--- config.mk ---
export PLATFORM = sky130hd
export DESIGN_NAME = dec_scan_n_flat
export DESIGN_NICKNAME = d
export VERILOG_FILES = /design/src/rtl/dec_pkg.sv /design/src/rtl/dec_scan_n_if.sv /design/src/rtl/dwell_cnt.sv /design/src/rtl/dec_scan_n.sv /design/src/flat_wrapper.sv
export SDC_FILE = /design/constraint.sdc
export NUM_CORES = 1
export LEC_CHECK = 0
export CAP_MARGIN = 25
export CORE_AREA = 2 2 39 41
export CTS_BUF_LIST = sky130_fd_sc_hd__clkbuf_16
export DETAILED_ROUTE_END_ITERATION = 8
export DIE_AREA = 0 0 41 43
export PLACE_DENSITY = 0.76
export REMOVE_ABC_BUFFERS = 1
export SYNTH_ARGS = -nofsm -noshare
export SYNTH_HDL_FRONTEND = slang
export SYNTH_SLANG_ARGS = --single-unit
export TNS_END_PERCENT = 1
--- constraint.sdc ---
create_clock -name clk -period 3 [get_ports clk]
set_input_delay 0.9 -clock clk [delete_from_list [all_inputs] [get_ports clk]]
set_output_delay 0.9 -clock clk [all_outputs]
set_load 0.005 [all_outputs]
--- src/rtl/dec_pkg.sv ---
// Shared types and helpers for the scanning one-hot decoder.
package dec_pkg;

  localparam logic ModeDirect = 1'b0;
  localparam logic ModeScan   = 1'b1;

  // Widest select the onehot helper supports; callers size-cast the result down.
  localparam int unsigned MaxSelW = 8;
  localparam int unsigned MaxOutW = 1 << MaxSelW;

  typedef enum logic [1:0] {
    StIdle,
    StDirect,
    StScan
  } state_e;

  function automatic logic [MaxOutW-1:0] onehot(input logic [MaxSelW-1:0] sel,
                                                input logic act_low);
    logic [MaxOutW-1:0] v;
    v      = '0;
    v[sel] = 1'b1;
    return act_low ? ~v : v;
  endfunction

endpackage

--- src/rtl/dec_scan_n_if.sv ---
// Control and decoded-output bundle of the scanning decoder.
interface dec_scan_n_if #(
  parameter int unsigned SEL_W = 2
);
  localparam int unsigned OUT_W = 1 << SEL_W;

  logic             en;
  logic             mode;
  logic [SEL_W-1:0] sel;
  logic             load;
  logic [OUT_W-1:0] a;
  logic [SEL_W-1:0] idx;
  logic             wrap;

  modport master (output en, mode, sel, load, input a, idx, wrap);
  modport slave  (input en, mode, sel, load, output a, idx, wrap);

endinterface

--- src/rtl/dwell_cnt.sv ---
// Modulo-DWELL counter with synchronous clear and terminal-count flag.
module dwell_cnt #(
  parameter int unsigned DWELL = 4
) (
  input  logic clk,
  input  logic rst_n,
  input  logic clr_i,
  input  logic inc_i,
  output logic tc_o
);

  localparam int unsigned CntW = (DWELL > 1) ? $clog2(DWELL) : 1;

  logic [CntW-1:0] cnt_q, cnt_d;

  assign tc_o = (cnt_q == CntW'(DWELL - 1));

  always_comb begin
    cnt_d = cnt_q;
    if (clr_i) begin
      cnt_d = '0;
    end else if (inc_i) begin
      cnt_d = tc_o ? '0 : cnt_q + CntW'(1);
    end
  end

  always_ff @(posedge clk or negedge rst_n) begin
    if (!rst_n) begin
      cnt_q <= '0;
    end else begin
      cnt_q <= cnt_d;
    end
  end

endmodule

--- src/rtl/dec_scan_n.sv ---
// Registered binary-to-one-hot decoder with direct and auto-scan modes.
module dec_scan_n
  import dec_pkg::*;
#(
  parameter int unsigned SEL_W   = 2,
  parameter int unsigned DWELL   = 4,
  parameter bit          ACT_LOW = 1'b0
) (
  input  logic         clk,
  input  logic         rst_n,
  dec_scan_n_if.slave  bus
);

  localparam int unsigned OUT_W = 1 << SEL_W;

  state_e           state_q, state_d;
  logic [SEL_W-1:0] idx_q, idx_d;
  logic [OUT_W-1:0] a_q, a_d;
  logic             wrap_q, wrap_d;
  logic             cnt_clr, cnt_inc, cnt_tc;

  dwell_cnt #(
    .DWELL (DWELL)
  ) u_dwell_cnt (
    .clk   (clk),
    .rst_n (rst_n),
    .clr_i (cnt_clr),
    .inc_i (cnt_inc),
    .tc_o  (cnt_tc)
  );

  always_comb begin
    state_d = state_q;
    idx_d   = idx_q;
    wrap_d  = 1'b0;
    cnt_clr = 1'b1;
    cnt_inc = 1'b0;
    if (!bus.en) begin
      state_d = StIdle;
    end else if (bus.mode == ModeDirect) begin
      state_d = StDirect;
      idx_d   = bus.sel;
    end else begin
      state_d = StScan;
      if (state_q != StScan) begin
        idx_d = bus.load ? bus.sel : '0;
      end else if (bus.load) begin
        // Load wins over a coincident advance and never flags a wrap.
        idx_d = bus.sel;
      end else begin
        cnt_clr = 1'b0;
        cnt_inc = 1'b1;
        if (cnt_tc) begin
          idx_d  = idx_q + SEL_W'(1);
          wrap_d = (idx_q == SEL_W'(OUT_W - 1));
        end
      end
    end
    a_d = (state_d == StIdle) ? {OUT_W{ACT_LOW}} : OUT_W'(onehot(MaxSelW'(idx_d), ACT_LOW));
  end

  always_ff @(posedge clk or negedge rst_n) begin
    if (!rst_n) begin
      state_q <= StIdle;
      idx_q   <= '0;
      a_q     <= {OUT_W{ACT_LOW}};
      wrap_q  <= 1'b0;
    end else begin
      state_q <= state_d;
      idx_q   <= idx_d;
      a_q     <= a_d;
      wrap_q  <= wrap_d;
    end
  end

  assign bus.a    = a_q;
  assign bus.idx  = idx_q;
  assign bus.wrap = wrap_q;

endmodule
--- src/flat_wrapper.sv ---
// flat-port wrapper written by rule: the top's interface ports become plain ports
module dec_scan_n_flat import dec_pkg::*;
#(
  parameter int unsigned SEL_W   = 2,
  parameter int unsigned DWELL   = 4,
  parameter bit          ACT_LOW = 1'b0
)
  (clk, rst_n, bus_en, bus_mode, bus_sel, bus_load, bus_a, bus_idx, bus_wrap);
  dec_scan_n_if #(.SEL_W(SEL_W)) bus_i ();
  input  logic clk;
  input  logic rst_n;
  input wire logic [$bits(bus_i.en)-1:0] bus_en;
  input wire logic [$bits(bus_i.mode)-1:0] bus_mode;
  input wire logic [$bits(bus_i.sel)-1:0] bus_sel;
  input wire logic [$bits(bus_i.load)-1:0] bus_load;
  output wire logic [$bits(bus_i.a)-1:0] bus_a;
  output wire logic [$bits(bus_i.idx)-1:0] bus_idx;
  output wire logic [$bits(bus_i.wrap)-1:0] bus_wrap;
  assign bus_i.en = bus_en;
  assign bus_i.mode = bus_mode;
  assign bus_i.sel = bus_sel;
  assign bus_i.load = bus_load;
  assign bus_a = bus_i.a;
  assign bus_idx = bus_i.idx;
  assign bus_wrap = bus_i.wrap;
  dec_scan_n #(.SEL_W(SEL_W), .DWELL(DWELL), .ACT_LOW(ACT_LOW)) u_core (.clk(clk), .rst_n(rst_n), .bus(bus_i));
endmodule
==> metrics.yaml, run 1 <==
status:
  status: "finished, final reports clean"
setup_path:
  critPathLaunch: "u_core.bus.idx[0]"
  crit_fanout: 4
  cp_cell_sequence: "clkdlybuf4s50_1"
  critPathArrivalTime_ns: 1.15
  slowest_stage: "clkdlybuf4s50_1"
  required_ns: 2.10
  startpoint_type: "flop"
  path_buf_inv: 1
  cp-end-kind: "primary output"
  reg2reg_from: "u_core.bus.idx[0]"
  worst-setup-path-type: "flop to primary output"
  max_stage_delay_ns: 0.52
  cp_top_family: "buffers and inverters"
sta:
  clock_skew_ns: 0.00288
  fmax_mhz: 487
  hold_viol: 0
  rsz0062_at_grt: "no"
  drv_slew: 0
  tns_ns: 0
  tightest_slew_ns: 0.486
  fin_crit_sh_pct: 68.4
  period_minus_slack_ns: 2.05
  fin_worst_hold_slack_ns: 0.482
  slew_headroom_pct: 67.5
  setup_violations: 0
die:
  rows: 14
  initial_core_util_pct: 36.6
  die_w_um: 41
  die_h_um: 43
  coreArea_sq_mm: 0.00138
  io_pins: 14
  design.die.area_sq_mm: 0.00176
clocking:
  holdBufCountCts: 0
  cts-root-buf: "clkbuf_16"
  cts.repair.resized: 0
  numCtsBuffers: 3
  clock_sinks: 11
  post_cts_buffers: 0
  cts.clk_slew.worst_paths_ns: 0.04
  insertion_delay_ns: 0.23
  cts_tree: "built"
  htreeDepth: 1
  cts_buffer_depth: 2
run:
  cap_violations: 0
global_routing:
  grt_max_degree: 12
  grt.overflow.total: 0
  grt_pass1_wl_um: 1280
  gr-usage-all-layers_pct: 11.5
  antenna_found_initial: 0
  grt_pass1_vias: 321
route:
  drc_errors: 0
  drt-initial-drc-count: 0
  finalWirelength_um: 819
  drtPass1Iterations: 1
  vias: 314
  post_drt_wl_per_cell_um: 12.2
  drtAntennaViolNets: 0
  viasPerCell: 4.69
logic_synthesis:
  synth_area_per_cell_sq_um: 14.5
  yosysSeqAreaShare_pct: 54.3
  synthCells: 35
  ys_ff_latch: 11
  synthTopCellsByArea: "dfrtp_1, ha_1, a22oi_4, and3b_1, and4bb_4"
  ys.warnings.count: 0
  yosys.area.top_type: "dfrtp_1"
  synth_top_area_share_pct: 54.3
  netlist_area_sq_um: 507
  synth.distinct_cells: 18
place:
  routabilityCongestion: 0.709
  port_buffers: 13
power_and_ir_drop:
  p_leak_uw: 0.000372
  power.density_mw_per_mm2: 604
  ir_drop_mv: 0.310
cells_and_area:
  diodes: 0
  final_cell_mix: "clkdlybuf4s50_1, dfrtp_1, ha_1, clkbuf_16"
  fin_nets: 62
  drive_gt1_share_pct: 21.6
  final_common_cell: "clkdlybuf4s50_1"
  area_delta_synth_final_pct: 44.2
min_path:
  hold_path_class: "flop to flop"
  hold_start: "u_core.u_dwell_cnt.cnt_q[0]"
[synthesized netlist by cell type, drive strengths merged]
library cell / n
and3b: 2
buf: 1
and2: 2
and3: 2
nor3b: 2
ha: 3
dfrtp: 11
a21oi: 2
nor2: 2
a22oi: 2
nand2b: 1
mux2: 1
and4bb: 2
nor2b: 1
xor2: 1
[cell type report]
type                            instances  area, sq um
Clock buffer                            3         75.1
Sequential cell                        11          275
Clock inverter                          1         3.75
Tap cell                               16         20.0
Timing Repair Buffer                   13          130
Multi-Input combinational cell         23          226
Fill cell                             129          653
[per-stage QoR]
| stage | util (%) | instances | power [uW] | setup slack (ns) | cell area, sq um |
|---|---|---|---|---|---|
| finish | 52.8 | 67 | 441 | 0.949 | 731 |
| global route | 52.8 | 67 | 460 | 0.919 | 731 |
| CTS | 52.8 | 67 | 447 | 0.942 | 731 |
| detailed placement | 47.1 | 63 | 209 | 0.804 | 652 |
| global placement | 47.1 | 63 | 209 | 0.813 | 652 |
| floorplan | - | 34 | 182 | 1.37 | 502 |
[routing by layer]
metal	GRT usage [%]	wire length [um]	vias up
met5	0	0	-
met1	14.1	379	148
met3	4.71	43	2
met4	8.00	19	0
met2	15.6	376	10
li1	-	-	154
[kinds of logic after synthesis]
logic type               Yosys count  synth area share [%]
multiplexers                       1                  2.96
AND/OR/NAND/NOR                   14                  24.0
XOR/XNOR                           1                  1.73
buffers and inverters              1                 0.987
adder cells (fa/ha/maj)            3                  7.41
flip-flops                        11                  54.3
AO/OA/AOI/OAI                      4                  8.64
[worst paths after layout]
kind	to	slack [ns]	depth (start not counted)
min	u_core.u_dwell_cnt.cnt_q[0]	0.48	1
min reg2reg	u_core.u_dwell_cnt.cnt_q[0]	0.48	1
max	bus_idx[0]	0.95	1
max reg2reg	u_core.bus.a[2]	1.53	4
min in group asynchronous	u_core.bus.a[1]	1.00	1
max in group asynchronous	u_core.u_dwell_cnt.cnt_q[0]	1.67	1
[power breakdown]
group / internal (uW) / total (uW) / switching [uW] / leakage [uW]
combinational: 28.3 / 46.0 / 17.7 / 0.000186
clock: 174 / 235 / 60.5 / 0.0000423
sequential: 156 / 160 / 4.49 / 0.000144
total: 359 / 441 / 82.7 / 0.000372
[sequential cells by signal, indices dropped and copies added, names as in the netlist]
name / count
u_core.bus.idx: 2
u_core.state_q: 2
u_core.bus.a: 4
u_core.bus.wrap: 1
u_core.u_dwell_cnt.cnt_q: 2
(Power assumes the default switching activity.)
==> run 2, diff against run 1 <==
==> constraint.sdc (replaced) <==
create_clock -name clk -period 2.04 [get_ports clk]
set_input_delay 0.612 -clock clk [delete_from_list [all_inputs] [get_ports clk]]
set_output_delay 0.612 -clock clk [all_outputs]
set_load 0.005 [all_outputs]
==> run 2 against run 1 <==
  * Die area unchanged
  * Clock skew down 0.0014 ns
  * Power up 48%
  * Sequential share of layout area down 0.38 points
  * Critical path depth unchanged
  * Register-to-register slack worse by 0.96 ns
  * Final area up 1.0%
  * Combinational power up 52%
  * Largest power group unchanged
  * Highest routed layer unchanged
  * Sequential power up 47%
  * Critical path type unchanged
==> metrics.yaml, run 2 (synthesis gave the netlist of run 1 again) <==
status:
  status: "finished, final reports clean"
die:
  design.die.area_sq_mm: 0.00176  # unchanged
  coreArea_sq_mm: 0.00138  # unchanged
  die_h_um: 43  # unchanged
  io_pins: 14  # unchanged
  initial_core_util_pct: 36.6  # unchanged
  rows: 14  # unchanged
  die_w_um: 41  # unchanged
cells_and_area:
  final_util_pct: 53.3  # +0.54 points
  multi_input_area_sq_um: 226  # unchanged
  nFillCells: 123  # -4.7%
  drive_gt1_share_pct: 23.1  # +1.5 points
  fin_nets: 63  # +1.6%
  area_delta_synth_final_pct: 45.7
  largest_reg_flops: 4  # unchanged
  register_area_sq_um: 275  # unchanged
  diodes: 0  # unchanged
  final_common_cell: "clkdlybuf4s50_1"
  final_cell_mix: "clkdlybuf4s50_1, dfrtp_1, ha_1, clkbuf_16"
sta:
  setup_violations: 0  # unchanged
  slew_headroom_pct: 68.1  # +0.63 points
  tightest_slew_ns: 0.477  # -0.00944 ns
  fin_crit_sh_pct: 86.5
  tns_ns: 0  # unchanged
  drv_slew: 0  # unchanged
  fmax_mhz: 567
  rsz0062_at_grt: "no"
  hold_viol: 0  # unchanged
  period_minus_slack_ns: 1.76
  clock_skew_ns: 0.00143  # -0.00145 ns
clocking:
  htreeDepth: 1  # unchanged
  numCtsBuffers: 3  # unchanged
  cts.clk_slew.worst_paths_ns: 0.04  # about the same
  post_cts_buffers: 0  # unchanged
  cts-root-buf: "clkbuf_16"
  cts_tree: "built"
  cts.repair.resized: 0  # unchanged
  insertion_delay_ns: 0.24  # about the same
  cts_buffer_depth: 2  # unchanged
  clock_sinks: 11  # unchanged
  holdBufCountCts: 0  # unchanged
route:
  post_drt_wl_per_cell_um: 12.8  # +4.4%
  finalWirelength_um: 868  # +6.0%
  drc_errors: 0  # unchanged
  vias: 325  # +3.5%
  drtPass1Iterations: 2  # +1
  drtAntennaViolNets: 0  # unchanged
  drt-initial-drc-count: 4  # +4
  viasPerCell: 4.78  # +2.0%
place:
  hpwlAfterDp_um: 620
  port_buffers: 13  # unchanged
  routabilityCongestion: 0.712  # +0.44%
power_and_ir_drop:
  power_frac_seq_pct: 36.2  # about the same
  p_leak_uw: 0.000377  # +1.3%
  power_uw: 653  # +48%
  pwr-share-comb_pct: 10.7  # +0.3 points
  swShare_pct: 19.0  # +0.24 points
  p_switching_uw: 124  # +50%
  power.density_mw_per_mm2: 884  # +46%
  power_frac_clock_pct: 53.2  # about the same
  ir_drop_mv: 0.582  # +88%
  p_int_uw: 529  # +47%
setup_path:
  crit_fanout: 4  # unchanged
  critPathArrivalTime_ns: 1.15  # about the same
  cp_top_family: "buffers and inverters"
  slowest_stage: "clkdlybuf4s50_1"
  required_ns: 1.43  # -0.67 ns
  worst-setup-path-type: "flop to primary output"
  max_stage_delay_ns: 0.53  # about the same
  cp-end-kind: "primary output"
  cp_cell_sequence: "clkdlybuf4s50_1"
  startpoint_type: "flop"
  path_buf_inv: 1  # unchanged
global_routing:
  grt_pass1_wl_um: 1380  # +8.2%
  grt_pass1_vias: 340  # +5.9%
  gr-usage-all-layers_pct: 12.7  # +1.2 points
  grt.overflow.total: 0  # unchanged
  antenna_found_initial: 0  # unchanged
  grt_max_degree: 12  # unchanged
min_path:
  hold_path_class: "flop to flop"
run:
  cap_violations: 0  # unchanged
==> run 2: cell count changes in the layout (fill, tap and decap cells not counted), sizes merged <==
cell,change
buf,+1
==> run 2: path summary, 6_finish.rpt <==
kind	start	to	slack, ns	depth (start not counted)
max	u_core.bus.idx[0]	bus_idx[0]	0.28	1
min	u_core.u_dwell_cnt.cnt_q[0]	u_core.u_dwell_cnt.cnt_q[0]	0.48	1
max reg2reg	u_core.bus.idx[0]	u_core.bus.a[2]	0.57	4
min reg2reg	u_core.u_dwell_cnt.cnt_q[0]	u_core.u_dwell_cnt.cnt_q[0]	0.48	1
max in group asynchronous	rst_n	u_core.bus.idx[0]	1.01	1
min in group asynchronous	rst_n	u_core.bus.a[1]	0.71	1
==> run 2: final cells by class <==
type                       count  share of cell area (%)
sequential                    11                    37.3
multi-input combinational     23                    30.7
timing repair buffer          14                    18.6
clock buffer                   3                    10.2
tap                           16                    2.71
clock inverter                 1                   0.508
==> run 2: per-stage QoR <==
stage | area, sq um | instances | hold WS (ns) | setup WS (ns)
after floorplan | 502 | 34 | 0.316 | 0.609
after global placement | 659 | 64 | 0.474 | 0.155
after detailed placement | 659 | 64 | 0.477 | 0.140
after CTS | 738 | 68 | 0.483 | 0.264
after global routing | 738 | 68 | 0.497 | 0.242
final | 738 | 68 | 0.480 | 0.276
==> run 2: layer usage <==
| metal | track usage, % | vias to the layer above | wire, um |
|---|---|---|---|
| met2 | 17.5 | 12 | 429 |
| met5 | 0 | - | 0 |
| li1 | - | 158 | - |
| met3 | 6.28 | 2 | 62 |
| met4 | 12.0 | 0 | 12 |
| met1 | 13.1 | 153 | 363 |
==> run 2: power by group through the flow <==
stage          combinational [uW]  clock [uW]  sequential [uW]
6_report                     69.7         347              236
5_1_grt                      76.5         371              237
4_1_cts                      71.4         357              236
3_5_place_dp                 70.5           0              239
3_3_place_gp                 69.1           0              239
2_1_floorplan                27.6           0              239
